===== config.mk =====
export PLATFORM = sky130hd
export DESIGN_NAME = hw5prob2_driver_flat
export DESIGN_NICKNAME = d
export VERILOG_FILES = /design/src/rtl/hw5prob2_pkg.sv /design/src/rtl/hw5prob2_driver_if.sv /design/src/rtl/hw5prob2_driver.sv /design/src/flat_wrapper.sv
export SDC_FILE = /design/constraint.sdc
export NUM_CORES = 1
export LEC_CHECK = 0
export CORE_MARGIN = 5
export CORE_UTILIZATION = 35
export CTS_BUF_LIST = sky130_fd_sc_hd__clkbuf_2 sky130_fd_sc_hd__clkbuf_4 sky130_fd_sc_hd__clkbuf_8
export CTS_CLUSTER_DIAMETER = 100
export DETAILED_ROUTE_END_ITERATION = 16
export SETUP_SLACK_MARGIN = 0.1
export SYNTH_ARGS = -nofsm -noshare
export SYNTH_HDL_FRONTEND = slang
export SYNTH_SLANG_ARGS = --single-unit

===== constraint.sdc =====
create_clock -name clock -period 3.2 [get_ports clock]
set_input_delay 0.48 -clock clock [delete_from_list [all_inputs] [get_ports clock]]
set_output_delay 0.48 -clock clock [all_outputs]
set_load 0.01 [all_outputs]

===== src/rtl/hw5prob2_pkg.sv =====
// Shared types for the hw5prob2 colour FSM and its stimulus driver.
// Colour encoding must match the FSM; drv_state_t is private to the driver.
package hw5prob2_pkg;

    typedef enum logic [2:0] {
        RED   = 3'd0,
        PINK  = 3'd1,
        BLUE  = 3'd2,
        GOLD  = 3'd3,
        GREEN = 3'd4
    } color_t;

    typedef enum logic [2:0] {
        D_RED      = 3'd0,
        D_TO_BLUE  = 3'd1,
        D_BLUE     = 3'd2,
        D_TO_GOLD  = 3'd3,
        D_TO_GREEN = 3'd4,
        D_GREEN    = 3'd5
    } drv_state_t;

    // Only colours with a hold input can be requested as a destination.
    function automatic logic is_park(color_t c);
        return (c == RED) || (c == BLUE) || (c == GREEN);
    endfunction

    function automatic logic is_park_state(drv_state_t s);
        return (s == D_RED) || (s == D_BLUE) || (s == D_GREEN);
    endfunction

    // FSM colour seen while the driver presents the outputs of state s.
    function automatic color_t state_color(drv_state_t s);
        color_t c;
        case (s)
            D_BLUE:     c = BLUE;
            D_TO_GREEN: c = GOLD;
            D_GREEN:    c = GREEN;
            default:    c = RED;
        endcase
        return c;
    endfunction

endpackage


===== src/rtl/hw5prob2_driver_if.sv =====
// Request handshake plus FSM drive/status bundle for hw5prob2_driver.
// master = requester side, slave = driver side.
interface hw5prob2_driver_if;
    import hw5prob2_pkg::*;

    logic   req_valid;
    color_t req_target;
    logic   req_ready;
    logic   hue;
    logic   value;
    logic   fsm_reset_n;
    color_t cur_state;
    logic   done;
    logic   err;
    logic   busy;

    modport master (
        output req_valid, req_target,
        input  req_ready, hue, value, fsm_reset_n, cur_state, done, err, busy
    );

    modport slave (
        input  req_valid, req_target,
        output req_ready, hue, value, fsm_reset_n, cur_state, done, err, busy
    );
endinterface


===== src/rtl/hw5prob2_driver.sv =====
// Steers the hw5prob2 colour FSM to a requested park colour and holds it there.
// Outputs are registered from the next driver state so fsm_reset_n never glitches.
module hw5prob2_driver
    import hw5prob2_pkg::*;
(
    input  logic             clock,
    input  logic             reset,
    hw5prob2_driver_if.slave drv
);

    drv_state_t state, state_nxt;
    logic       pend_vld, pend_vld_nxt;
    color_t     pend_tgt, pend_tgt_nxt;
    logic       done_q, done_nxt;
    logic       err_q, err_nxt;
    logic       rst_n_q, rst_n_nxt;
    logic [1:0] hv_q, hv_nxt;
    color_t     cur_q, cur_nxt;
    logic       ready;
    logic       accept;
    logic       steer;
    color_t     goal;

    assign ready  = is_park_state(state) && !pend_vld;
    assign accept = drv.req_valid && ready;

    // State register
    always_ff @(posedge clock) begin
        if (reset) begin
            state    <= D_RED;
            pend_vld <= 1'b0;
            pend_tgt <= RED;
            done_q   <= 1'b0;
            err_q    <= 1'b0;
            rst_n_q  <= 1'b0;
            hv_q     <= 2'b00;
            cur_q    <= RED;
        end else begin
            state    <= state_nxt;
            pend_vld <= pend_vld_nxt;
            pend_tgt <= pend_tgt_nxt;
            done_q   <= done_nxt;
            err_q    <= err_nxt;
            rst_n_q  <= rst_n_nxt;
            hv_q     <= hv_nxt;
            cur_q    <= cur_nxt;
        end
    end

    // Next-state logic
    always_comb begin
        state_nxt    = state;
        pend_vld_nxt = pend_vld;
        pend_tgt_nxt = pend_tgt;
        done_nxt     = 1'b0;
        err_nxt      = 1'b0;
        steer        = pend_vld;
        goal         = pend_tgt;

        if (accept) begin
            if (is_park(drv.req_target)) begin
                steer = 1'b1;
                goal  = drv.req_target;
            end else begin
                err_nxt = 1'b1;
            end
        end

        case (state)
            D_TO_BLUE:  state_nxt = D_BLUE;
            D_TO_GOLD:  state_nxt = D_TO_GREEN;
            D_TO_GREEN: state_nxt = D_GREEN;
            D_RED: begin
                if (steer) begin
                    case (goal)
                        BLUE:    state_nxt = D_TO_BLUE;
                        GREEN:   state_nxt = D_TO_GOLD;
                        default: state_nxt = D_RED;
                    endcase
                end
            end
            default: begin
                // Leaving Blue or Green always passes through a forced Red.
                if (steer && goal != state_color(state)) state_nxt = D_RED;
            end
        endcase

        if (steer) begin
            if (is_park_state(state_nxt) && state_color(state_nxt) == goal) begin
                done_nxt     = 1'b1;
                pend_vld_nxt = 1'b0;
            end else begin
                pend_vld_nxt = 1'b1;
                pend_tgt_nxt = goal;
            end
        end
    end

    // Output logic, decoded from the state being entered
    always_comb begin
        rst_n_nxt = 1'b1;
        hv_nxt    = 2'b00;
        cur_nxt   = state_color(state_nxt);
        case (state_nxt)
            D_RED:     rst_n_nxt = 1'b0;
            D_TO_BLUE: hv_nxt    = 2'b10;
            D_GREEN:   hv_nxt    = 2'b11;
            default:   hv_nxt    = 2'b01;
        endcase
    end

    assign drv.req_ready   = ready;
    assign drv.busy        = !ready;
    assign drv.fsm_reset_n = rst_n_q;
    assign drv.hue         = hv_q[1];
    assign drv.value       = hv_q[0];
    assign drv.cur_state   = cur_q;
    assign drv.done        = done_q;
    assign drv.err         = err_q;

endmodule


===== src/flat_wrapper.sv =====
// flat-port wrapper written by rule: the top's interface ports become plain ports
module hw5prob2_driver_flat import hw5prob2_pkg::*;
  (clock, reset, drv_req_valid, drv_req_target, drv_req_ready, drv_hue, drv_value, drv_fsm_reset_n, drv_cur_state, drv_done, drv_err, drv_busy);
  hw5prob2_driver_if drv_i ();
  input  logic clock;
  input  logic reset;
  input wire logic [$bits(drv_i.req_valid)-1:0] drv_req_valid;
  input wire logic [$bits(drv_i.req_target)-1:0] drv_req_target;
  output wire logic [$bits(drv_i.req_ready)-1:0] drv_req_ready;
  output wire logic [$bits(drv_i.hue)-1:0] drv_hue;
  output wire logic [$bits(drv_i.value)-1:0] drv_value;
  output wire logic [$bits(drv_i.fsm_reset_n)-1:0] drv_fsm_reset_n;
  output wire logic [$bits(drv_i.cur_state)-1:0] drv_cur_state;
  output wire logic [$bits(drv_i.done)-1:0] drv_done;
  output wire logic [$bits(drv_i.err)-1:0] drv_err;
  output wire logic [$bits(drv_i.busy)-1:0] drv_busy;
  assign drv_i.req_valid = drv_req_valid;
  assign drv_i.req_target = drv_req_target;
  assign drv_req_ready = drv_i.req_ready;
  assign drv_hue = drv_i.hue;
  assign drv_value = drv_i.value;
  assign drv_fsm_reset_n = drv_i.fsm_reset_n;
  assign drv_cur_state = drv_i.cur_state;
  assign drv_done = drv_i.done;
  assign drv_err = drv_i.err;
  assign drv_busy = drv_i.busy;
  hw5prob2_driver u_core (.clock(clock), .reset(reset), .drv(drv_i));
endmodule

==> results.txt, run 1 <==
CP delay by family, top: compound AO/OA/AOI/OAI gates
WL final: 2090 um
R2R setup slack: 0.45 ns
Core area: 2520 um2
Register area share after synthesis: 31.9%
Layout area overhead: 19.7%
Post-synth top area cell: dfxtp_1
Top-area cell type share of the netlist area: 31.9%
Net Sw Power: 0.377 mW
CP max stage delay: 0.53 ns
Pint: 0.556 mW
Slew Viols, Final: 0
Yosys warning total: 0
Die ar.: 3830 um2
Post-CTS Resized: 0
Sum Neg Setup Slack: 0 ns
Post-synth cell types: 44
Worst flop-to-flop path startpoint: u_core.state[2]$_SDFF_PP0_
EDFF count, synth: 0
Period minus WS final: 2.85 ns
Relative slew slack: 58.8%
Antenna-violating nets left: 0
Bufs and invs on worst path: 1
Crit start category: input pin
Nets@finish: 132
Hold-fix buffers, CTS: 0
Hold path cells: 2
DP Worst Slack: 0.0540 ns
Antenna fix cells: 0
Overall routing resource usage: 12.4%
Pre-antenna DRT Iters: 4
Number of standard cells in the final layout excluding fillers: 155
Largest net degree at the start of global routing: 12
Row count: 18
Critical path class: in -> reg
Setup violators final: 0
Reg-to-reg endpoint: u_core.pend_vld$_SDFFE_PP0N_
Vias in the first global route: 816
Synth cell count leaders: dfxtp_1, a21oi_1, nor2_1, inv_1, nand2_1
Io pins: 16
Crit path from: drv_req_target[1]
#FFs+latches synth: 15
First-pass GRT wire length: 3520 um
Logic pwr share: 57.1%
Worst VDD drop: 0.478 mV
Syn_nets: 117
Via/cell ratio: 5.40
Routed vias: 837
Worst-Margin Slew: 0.612 ns
TritonCTS Buffers: 3
Most frequent cell after synthesis: dfxtp_1
GP Congestion: 0.842
Clock buffer depth: 2
Initial DRC Count: 29
Mapped Area: 942 um2
Remaining Overflow, GRT: 0
Clock Latency Late Sink: 0.28 ns
DP Cell Count: 151
Wirelength per Cell: 13.5 um
Instance count on the critical path: 9
Met3 usage: 3.10%
Status: finished clean
R2R depth: 8
Critical-path cell list: clkdlybuf4s50_1 > or4b_1 > a21oi_1 > o21ai_2 > xnor2_1 > o311a_4 > or2_1 > a21boi_1 > nor3b_1
Layer with the highest usage: met2
Clk pwr share: 12.2%
Critical path capture point: u_core.pend_vld$_SDFFE_PP0N_
DRC viols: 0
Hold_sp: u_core.pend_tgt[2]$_SDFFE_PP0P_
Met1 usage: 16.2%
Design area: 1130 um2
Setup WS post-layout: 0.345 ns
Final HPWL from detailed placement: 1620 um
CP max FO: 6
Max-cap violations: 0
Leakage: 0.400 nW
Kind of end point of the critical path: flop
CTS tree: built
PD cells: 828 nW/um2
Post-Route Utilization: 44.7%
PortBufs: 15
Post-CTS Repair Setup Buffers: 0
Switching Share: 40.4%
Post-DP Area: 1100 um2
Top post-synthesis cells by area: dfxtp_1, a21oi_1, nor2_1
Clock transition at path regs: 0.08 ns
WHS: 0.557 ns
Final hold viol count: 0
Chip Width: 61.9 um
Critical Path AT: 3.00 ns
Pwr Total: 0.933 mW
Hold crit path type: reg -> reg
Met2 GRT Util: 19.3%
Seq pwr share: 30.7%
Initial core utilization: 37.4%
Layout cells sized above 1: 13.6%
Clock Tree Root: clkbuf_4
Primary FF master, synth: dfxtp_1
FFs w/ async S/R, synth: 0%
Unrepaired setup endpoints after global routing: false
Final Cycle Share: 89.2%
Post-Syn Instances: 111
Filler cells: 254
Data required, critical path: 3.35 ns
Die H: 61.9 um
Clock skew: 0.00456 ns
H-tree levels: 1
CTS sink cnt: 15
Worst path slowest cell: or4b_1
Average size of a mapped cell: 8.49 um2
Initial antenna violation count: 0
F_max: 0.350 GHz
logic make-up (layout without fill, tap and decap cells):
logic type      after synthesis  count (layout)  synth area share, %
compound gates               33              33                 27.8
simple gates                 42              42                 25.5
flops                        15              15                 31.9
buf+inv                      14              28                 8.23
mux                           1               1                 1.06
xor+xnor                      6               6                 5.58
area by class of cell:
class,instances,area [um2],area share [%]
clock buffers,4,30.0,2.66
repair buffers,18,173,15.3
well taps,30,37.5,3.33
inverters,6,22.5,2.00
multi-input cells,82,564,50.1
flip-flops and latches,15,300,26.6
power groups by stage:
stage | clock network [mW] | registers (mW) | logic (mW)
floorplan | 0 | 0.277 | 0.397
global placement | 0 | 0.290 | 0.531
detailed placement | 0 | 0.292 | 0.531
CTS | 0.121 | 0.287 | 0.534
global route | 0.130 | 0.296 | 0.584
finish | 0.114 | 0.287 | 0.533
metal layers:
| metal | share of wire (%) | vias up |
|---|---|---|
| li1 | - | 423 |
| met1 | 48 | 390 |
| met3 | 3.4 | 2 |
| met4 | 1.1 | 0 |
| met5 | 0 | - |
| met2 | 48 | 22 |
worst min path at each step:
stage	to	slack, ns
final	u_core.pend_tgt[2]$_SDFFE_PP0P_	0.56
after floorplan	u_core.pend_tgt[0]$_SDFFE_PP0P_	0.50
after detailed placement	u_core.pend_tgt[2]$_SDFFE_PP0P_	0.55
after global placement	u_core.pend_tgt[2]$_SDFFE_PP0P_	0.54
after global routing	u_core.pend_tgt[2]$_SDFFE_PP0P_	0.59
after CTS	u_core.pend_tgt[2]$_SDFFE_PP0P_	0.56
tightest hold or removal path: stages (launching register included):
cell	delay, ns
dfxtp_1	0.38
nand2_1	0.08
a21oi_1	0.06
sequential cells by signal, summed over array words and instances, names as in the netlist:
signal and count:
u_core.drv.cur_state 3, u_core.drv.done 1, u_core.drv.err 1, u_core.drv.fsm_reset_n 1, u_core.hv_q 2, u_core.pend_tgt 3
u_core.pend_vld 1, u_core.state 3
placed cells by master, fill, tap and decap left out, drive strengths merged, types with 3 or more instances in the layout:
cell,count
a21oi,11
buf,3
clkbuf,4
clkdlybuf4s50,15
dfxtp,15
inv,6
nand2,6
nand2b,4
nor2,9
nor3,3
nor3b,3
o21ai,6
or2,5
xnor2,3
xor2,3
Note: power is estimated with default switching activity, not from simulation.
==> inputs of run 2 (changes only) <==
TNS_END_PERCENT = 30   (was not set)
==> results of run 2 <==
Same layout as run 1: the final DEF is identical, and so are final timing and power.
==> inputs of run 3 (changes only) <==
MAX_ROUTING_LAYER = met4   (was not set)
SLEW_MARGIN = 10   (was not set)
==> run 3 against run 2 <==
Against the previous run:
- sequential share of layout area is the same
- critical endpoint unchanged
- combinational power is essentially flat
- largest power group unchanged
- cell count is the same
- highest routed layer unchanged
- flip-flop and latch count is the same
- largest cell class unchanged
==> results.txt, run 3 (synthesized netlist as in run 1, its figures left out) <==
Row count: 18 (unchanged)
CTS tree: built
Slew Viols, Final: 0 (unchanged)
PD cells: 830 nW/um2 (+0.20%)
Pre-antenna DRT Iters: 4 (unchanged)
Initial core utilization: 37.4% (unchanged)
Overall routing resource usage: 12.8% (+0.38 points)
Period minus WS final: 2.85 ns (-0.00445 ns)
Post-DP Area: 1100 um2 (unchanged)
Routed vias: 833 (-0.48%)
Number of standard cells in the final layout excluding fillers: 155 (unchanged)
Final hold viol count: 0 (unchanged)
F_max: 0.351 GHz (+0.16%)
Layer with the highest usage: met2
Worst VDD drop: 0.479 mV (+0.24%)
CTS sink cnt: 15 (unchanged)
Worst-Margin Slew: 0.592 ns (-0.0209 ns)
Clock Latency Late Sink: 0.28 ns (about the same)
Commonest cells after routing, fill and taps aside: clkdlybuf4s50_1, dfxtp_1, a21oi_1
Die H: 61.9 um (unchanged)
Setup violators final: 0 (unchanged)
Clock transition at path regs: 0.08 ns (about the same)
GP Congestion: 0.855 (+1.6%)
Met1 usage: 16.2% (unchanged)
DRC viols: 0 (unchanged)
Crit start category: input pin
Hold crit path type: reg -> reg
First-pass GRT wire length: 3520 um (unchanged)
Max-cap violations: 0 (unchanged)
PortBufs: 15 (unchanged)
Met2 GRT Util: 19.3% (unchanged)
Setup WS post-layout: 0.350 ns (+0.00445 ns)
Hold-fix buffers, CTS: 0 (unchanged)
Core area: 2520 um2 (unchanged)
Post-CTS Repair Setup Buffers: 0 (unchanged)
Unrepaired setup endpoints after global routing: false
Filler cells: 254 (unchanged)
Die ar.: 3830 um2 (unchanged)
DP Cell Count: 151 (unchanged)
Wirelength per Cell: 13.5 um (-0.24%)
Initial DRC Count: 29 (unchanged)
Layout cells sized above 1: 13.6% (unchanged)
WHS: 0.557 ns (-0.000177 ns)
Post-CTS Resized: 0 (unchanged)
Largest net degree at the start of global routing: 12 (unchanged)
Remaining Overflow, GRT: 0 (unchanged)
CP max FO: 6 (unchanged)
Post-Route Utilization: 44.7% (unchanged)
Critical-path cell list: clkdlybuf4s50_1 > or4b_1 > a21oi_1 > o21ai_2 > xnor2_1 > o311a_4 > or2_1 > a21boi_1 > nor3b_1
Critical path class: in -> reg
Worst path slowest cell: or4b_1
Chip Width: 61.9 um (unchanged)
Status: finished clean
Design area: 1130 um2 (unchanged)
Final HPWL from detailed placement: 1620 um (unchanged)
Initial antenna violation count: 0 (unchanged)
TritonCTS Buffers: 3 (unchanged)
H-tree levels: 1 (unchanged)
Leakage: 0.400 nW (unchanged)
Clock buffer depth: 2 (unchanged)
Clock Tree Root: clkbuf_4
Relative slew slack: 60.2% (+1.4 points)
Final Cycle Share: 89.1% (-0.14 points)
DP Worst Slack: 0.0540 ns (unchanged)
Via/cell ratio: 5.37 (-0.48%)
Kind of end point of the critical path: flop
Vias in the first global route: 816 (unchanged)
WL final: 2090 um (-0.24%)
Sum Neg Setup Slack: 0 ns (unchanged)
CP max stage delay: 0.53 ns (about the same)
Nets@finish: 132 (unchanged)
Critical Path AT: 3.00 ns (about the same)
Pwr Total: 0.935 mW (+0.20%)
Antenna fix cells: 0 (unchanged)
Met3 usage: 3.10% (unchanged)
Data required, critical path: 3.35 ns (about the same)
Layout area overhead: 19.7% (unchanged)
Clock skew: 0.00496 ns (+0.000404 ns)
Io pins: 16 (unchanged)
Antenna-violating nets left: 0 (unchanged)
## run 3: worst paths after layout
kind | slack, ns | end | cells after the start | startpoint
min reg2reg | 0.56 | u_core.pend_tgt[2]$_SDFFE_PP0P_ | 2 | u_core.pend_tgt[2]$_SDFFE_PP0P_
max reg2reg | 0.44 | u_core.pend_vld$_SDFFE_PP0N_ | 8 | u_core.state[2]$_SDFF_PP0_
max | 0.35 | u_core.pend_vld$_SDFFE_PP0N_ | 9 | drv_req_target[1]
min | 0.56 | u_core.pend_tgt[2]$_SDFFE_PP0P_ | 2 | u_core.pend_tgt[2]$_SDFFE_PP0P_
## run 3: area by class of cell
type / count / area, um2 / area share [%]
multi-input combinational: 82 / 564 / 50.1
sequential: 15 / 300 / 26.6
timing repair buffer: 18 / 173 / 15.3
tap: 30 / 37.5 / 3.33
clock buffer: 4 / 30.0 / 2.66
inverter: 6 / 22.5 / 2.00
## run 3: worst max-delay path, delay by kind of cell
family	cells	cell delay [ns]
AO/OA/AOI/OAI	4	0.97
buffers and inverters	1	0.48
XOR/XNOR	1	0.15
AND/OR/NAND/NOR	3	0.93
## run 3: report_power, final
| part | internal, mW | switching (mW) | total, mW |
|---|---|---|---|
| clock network | 0.0569 | 0.0576 | 0.115 |
| registers | 0.238 | 0.0494 | 0.288 |
| logic | 0.261 | 0.272 | 0.533 |
## run 3: per-layer routing
| layer | vias up | wire [um] |
|---|---|---|
| met2 | 20 | 977 |
| met3 | 4 | 98 |
| li1 | 421 | - |
| met4 | 0 | 30 |
| met1 | 388 | 982 |
| met5 | - | 0 |
